==> config.mk <==
export PLATFORM = sky130hd
export DESIGN_NAME = ram_arbiter
export DESIGN_NICKNAME = d
export VERILOG_FILES = /design/src/rtl/ram_arbiter.sv
export SDC_FILE = /design/constraint.sdc
export NUM_CORES = 1
export LEC_CHECK = 0
export CAP_MARGIN = 20
export CORE_ASPECT_RATIO = 1.1
export CORE_MARGIN = 3
export CORE_UTILIZATION = 35
export CTS_CLUSTER_DIAMETER = 150
export DETAILED_ROUTE_END_ITERATION = 8
export PLACE_DENSITY = 0.89
export SYNTH_ARGS = -nofsm -noshare
export SYNTH_HDL_FRONTEND = slang
export SYNTH_SLANG_ARGS = --single-unit
==> constraint.sdc <==
create_clock -name clk -period 4.5 [get_ports clk]
set_clock_uncertainty 0.15 [all_clocks]
set_input_delay 1.125 -clock clk [delete_from_list [all_inputs] [get_ports clk]]
set_output_delay 1.125 -clock clk [all_outputs]
set_load 0.01 [all_outputs]
==> src/rtl/ram_arbiter.sv <==
// ram_arbiter: shares the single-port synchronous system RAM between the 6502
// core and a DMA requester. DMA wins a slot when it requests, but after
// MAX_BURST consecutive DMA slots the CPU gets exactly one slot. The CPU is
// stalled through cpu_rdy whenever DMA owns the slot.
// Optional build macro RAM_ARB_STATS_EN enables the stall_cnt counter;
// without it stall_cnt reads as zero.
module ram_arbiter #(
  parameter int unsigned ADDR_W    = 13,
  parameter int unsigned MAX_BURST = 4,
  parameter logic [7:0]  FILL      = 8'hFF
) (
  input  logic              clk,
  input  logic              reset,
  input  logic [15:0]       cpu_ab,
  input  logic              cpu_we,
  input  logic [7:0]        cpu_do,
  output logic [7:0]        cpu_di,
  output logic              cpu_rdy,
  input  logic              dma_req,
  input  logic              dma_we,
  input  logic [15:0]       dma_addr,
  input  logic [7:0]        dma_wdata,
  output logic              dma_ack,
  output logic              dma_rvalid,
  output logic [7:0]        dma_rdata,
  output logic [ADDR_W-1:0] mem_addr,
  output logic              mem_we,
  output logic [7:0]        mem_wdata,
  input  logic [7:0]        mem_rdata,
  output logic [15:0]       stall_cnt
);

  localparam logic [7:0] LP_MAX_BURST = 8'(MAX_BURST);

  logic        r_run;
  logic [7:0]  r_burst_cnt;
  logic        r_tag_cpu;
  logic        r_tag_dma_rd;
  logic        r_tag_oor;
  logic [7:0]  r_cpu_hold;
  logic [7:0]  r_dma_hold;

  logic        w_dma_own;
  logic [15:0] w_addr;
  logic        w_we;
  logic [7:0]  w_wdata;
  logic        w_in_range;
  logic [7:0]  w_rdata;

  // DMA owns the slot only once running and while its burst budget remains.
  assign w_dma_own = r_run & dma_req & (r_burst_cnt < LP_MAX_BURST);

  // Route the owner's address, write enable and write data to the RAM.
  always_comb begin
    w_addr  = cpu_ab;
    w_we    = cpu_we;
    w_wdata = cpu_do;
    if (w_dma_own) begin
      w_addr  = dma_addr;
      w_we    = dma_we;
      w_wdata = dma_wdata;
    end
  end

  assign w_in_range = (w_addr >> ADDR_W) == '0;

  assign dma_ack   = w_dma_own;
  assign cpu_rdy   = ~w_dma_own;
  assign mem_addr  = w_addr[ADDR_W-1:0];
  assign mem_wdata = w_wdata;
  // Gating with reset keeps the RAM untouched for the whole reset pulse,
  // even though the CPU nominally owns every slot while r_run is low.
  assign mem_we    = w_we & w_in_range & reset;

  // Run flag and burst length: count DMA slots, clear on any CPU slot.
  always_ff @(posedge clk or negedge reset) begin
    if (!reset) begin
      r_run       <= 1'b0;
      r_burst_cnt <= '0;
    end else begin
      r_run <= 1'b1;
      if (w_dma_own) begin
        if (r_burst_cnt != LP_MAX_BURST) begin
          r_burst_cnt <= r_burst_cnt + 8'd1;
        end
      end else begin
        r_burst_cnt <= '0;
      end
    end
  end

  // Tag describing the slot whose read data arrives on mem_rdata next cycle.
  always_ff @(posedge clk or negedge reset) begin
    if (!reset) begin
      r_tag_cpu    <= 1'b0;
      r_tag_dma_rd <= 1'b0;
      r_tag_oor    <= 1'b0;
    end else begin
      r_tag_cpu    <= ~w_dma_own;
      r_tag_dma_rd <= w_dma_own & ~w_we;
      r_tag_oor    <= ~w_in_range;
    end
  end

  assign w_rdata = r_tag_oor ? FILL : mem_rdata;

  // Hold registers keep the last returned byte for each requester.
  always_ff @(posedge clk or negedge reset) begin
    if (!reset) begin
      r_cpu_hold <= '0;
      r_dma_hold <= '0;
    end else begin
      if (r_tag_cpu) begin
        r_cpu_hold <= w_rdata;
      end
      if (r_tag_dma_rd) begin
        r_dma_hold <= w_rdata;
      end
    end
  end

  assign cpu_di     = r_tag_cpu ? w_rdata : r_cpu_hold;
  assign dma_rvalid = r_tag_dma_rd;
  assign dma_rdata  = r_tag_dma_rd ? w_rdata : r_dma_hold;

`ifdef RAM_ARB_STATS_EN
  logic [15:0] r_stall_cnt;

  // Count CPU stall cycles, saturating at all-ones.
  always_ff @(posedge clk or negedge reset) begin
    if (!reset) begin
      r_stall_cnt <= '0;
    end else if (w_dma_own && (r_stall_cnt != '1)) begin
      r_stall_cnt <= r_stall_cnt + 16'd1;
    end
  end

  assign stall_cnt = r_stall_cnt;
`else
  assign stall_cnt = '0;
`endif

endmodule

==> impl_metrics.py <==
metrics = {
    "status": {
        "outcome": "finished, final reports clean",
    },
    "yosys": {
        "area_of_the_mapped_netlist_sq_mm": 0.00145,
        "synthesis.instances": 137,
        "netlist_top_cells_area": "dfrtp_1 48%, mux2_4 10%, buf_4 8.8%",
        "yosysSeqAreaShare_pct": 48.4,
        "synth_top_cell_by_area": "dfrtp_1",
        "yosys_warnings": 0,
        "synth.avg_cell_area_sq_um": 10.6,
        "ys_seq_elements": 28,
        "synthDominantCellAreaShare_pct": 48.4,
        "synth.distinct_cells": 19,
    },
    "finish": {
        "antenna-diode-count": 0,
        "multi_input_comb_area_sq_um": 641,
        "final_net_count": 306,
        "layout.filler_cells": 320,
        "drive_gt1_share_pct": 11.6,
        "fin_area_sq_mm": 0.00250,
        "sequential_cell_area_sq_um": 701,
        "syn2layout_area_growth_pct": 73.0,
    },
    "power": {
        "powerDensity_mw_per_mm2": 202,
        "net-switching-power_mw": 0.107,
        "power_frac_comb_pct": 23.6,
        "irDropWorstVdd_mv": 0.182,
        "leakage_nw": 1.07,
        "sequentialPowerShare_pct": 51.5,
        "p_clk_share_pct": 24.8,
        "p_int_mw": 0.398,
        "switching_share_pct": 21.2,
    },
    "critical_path": {
        "cp.arrival_ps": 2730,
        "worstPathRequired_ps": 3220,
        "cp.buffers_inverters": 3,
        "timing.reg2reg.setup_slack_ps": 3090,
        "cpMostUsedCell": "clkdlybuf4s50_1",
        "slowest_delay_ps": 490,
        "setup.worst_path.end_class": "output pin",
        "crit_path_max_fanout": 10,
        "worstPathCellList": "clkdlybuf4s50_1, nand4_1, buf_4, mux2_4, clkdlybuf4s50_1",
        "critical_path.startpoint_type": "input pin",
        "timing.setup.critical_path_class": "input pin to output pin",
        "worst_path_dominant_cell_family": "buffers and inverters",
        "timing.critical_path.slowest_stage_cell": "clkdlybuf4s50_1",
    },
    "timing": {
        "post-route-period-util_pct": 89.0,
        "hold-worst-slack_ps": 390,
        "max_freq_mhz": 250,
        "rsz0062_at_grt": "false",
        "timing.setup.tns_ps": 0,
        "timing.final.crit_period_ps": 4000,
        "report.final.setup_viol": 0,
        "max_slew_margin_pct": 66.5,
        "finalHoldViolations": 0,
        "max_slew.worst_pin.slew_ps": 503,
        "timing.final.max_slew_violations": 0,
    },
    "floorplan": {
        "width_of_the_die_microns": 67.3,
        "num_rows": 23,
        "boundaryPins": 118,
        "fp.coreArea_sq_mm": 0.00380,
        "initial_core_utilization_pct": 38.1,
        "die-area_sq_mm": 0.00494,
        "dieHeight_microns": 73.5,
    },
    "drt": {
        "remaining_drc_errors": 0,
        "wl_per_cell_microns": 13.4,
        "routed_wl_mm": 3.90,
        "ant_nets": 0,
        "post_drt_via_cell_ratio": 4.45,
        "drt_pass1_iterations": 4,
        "first_iter_violations": 23,
        "routed-via-count": 1294,
    },
    "clock_tree": {
        "htreeDepth": 1,
        "cts_hold_buffers": 0,
        "cts_post_setup_buffers_inserted": 0,
        "worst_skew_pair.late_latency_ps": 260,
        "number_of_buffers_added_by_the_clock_tree_synthesis_step": 3,
        "cts_buffer_depth": 2,
        "cts.sinks": 28,
        "cts_resized": 0,
        "clk_root_buffer_cell": "clkbuf_8",
        "clkSlewWorstSetupHoldPaths_ps": 80,
        "tritoncts_clock_tree": "yes",
    },
    "run": {
        "maxCapViolations": 0,
    },
    "global_route": {
        "grt_pass1_vias": 1299,
        "grt_max_degree": 22,
        "antenna_found_initial": 0,
        "groute.usage.overall_pct": 16.0,
        "first_pass_grt_wire_length_mm": 5.96,
        "gr-total-overflow": 0,
    },
    "place": {
        "post-dp-hpwl_mm": 3.26,
        "post_dp_cell_area_sq_mm": 0.00246,
        "io_buffers": 101,
        "place.gp.congestion": 0.801,
    },
    "hold_path": {
        "min_path_type": "flop to flop",
    },
}
-- final cells by class --
type	instances	area share, %
timing repair buffer	105	41.6
sequential	28	28.0
multi-input combinational	100	25.6
tap	50	2.50
clock buffer	3	1.65
inverter	5	0.749
-- synthesized netlist by cell type --
cell type	instances
a21oi_1	17
buf_2	1
buf_4	17
buf_6	1
clkbuf_1	5
conb_1	2
dfrtp_1	28
ha_1	2
inv_1	5
mux2_2	11
mux2_4	10
mux2i_1	2
nand3_1	2
nand3b_1	1
nand4_1	1
nor2_1	28
nor3_1	2
nor4_1	1
xnor2_1	1
-- metrics by stage --
step	setup WS [ps]	power [mW]	std cells	util, %
after floorplan	1370	0.308	157	-
after global placement	526	0.383	288	64.9
after detailed placement	486	0.385	288	64.9
after CTS	482	0.508	291	65.9
after global routing	392	0.528	291	65.9
final	495	0.505	291	65.9
-- per-layer routing --
layer,wire [microns],global-route usage [%],part of all wire [%]
met5,0,0,0
met4,53,5.41,1.4
met3,535,5.66,14
met2,1950,28.6,50
met1,1360,17.2,35
-- power groups by stage --
| stage | Combinational (mW) | Clock, mW | Sequential, mW |
|---|---|---|---|
| after detailed placement | 0.120 | 0 | 0.265 |
| after floorplan | 0.0443 | 0 | 0.264 |
| after global routing | 0.128 | 0.138 | 0.261 |
| after CTS | 0.120 | 0.127 | 0.260 |
| final | 0.119 | 0.125 | 0.260 |
| after global placement | 0.118 | 0 | 0.265 |
-- tightest hold or removal path: stages, from the launching register on --
cell	delay (ps)
dfrtp_1	360
nor2_1	80
a21oi_1	60
-- flip-flops by register name, indices dropped and copies added, names as in the netlist --
signal,flops
dma_rvalid,1
r_burst_cnt,8
r_cpu_hold,8
r_dma_hold,8
r_run,1
r_tag_cpu,1
r_tag_oor,1
-- worst paths after layout --
check,startpoint,end,cells past startpoint
setup / recovery,dma_req,mem_addr[9],5
hold / removal,r_dma_hold[1],r_dma_hold[1],2
setup reg to reg,r_burst_cnt[4],r_tag_oor,4
hold reg to reg,r_dma_hold[1],r_dma_hold[1],2
max in group asynchronous,reset,r_dma_hold[1],2
min in group asynchronous,reset,dma_rvalid,1
-- cell usage in the layout (no fill, tap or decap), drive strengths merged --
master,netlist,layout
nand3,2,2
clkdlybuf4s50,0,101
mux2,21,21
nor2,28,28
nor3,2,2
nor4,1,1
xnor2,1,1
conb,2,22
ha,2,2
clkbuf,5,3
dfrtp,28,28
mux2i,2,2
inv,5,5
nand4,1,1
nand3b,1,1
buf,19,4
a21oi,17,17
-- cell families after synthesis --
logic type,share of synthesized area (%)
buf+inv,12.5
simple gates,10.0
compound gates,5.88
xor+xnor,0.605
other cells,0.519
flops,48.4
fa+ha+maj,1.73
mux,20.3
Power figures use the tool's default switching activity.
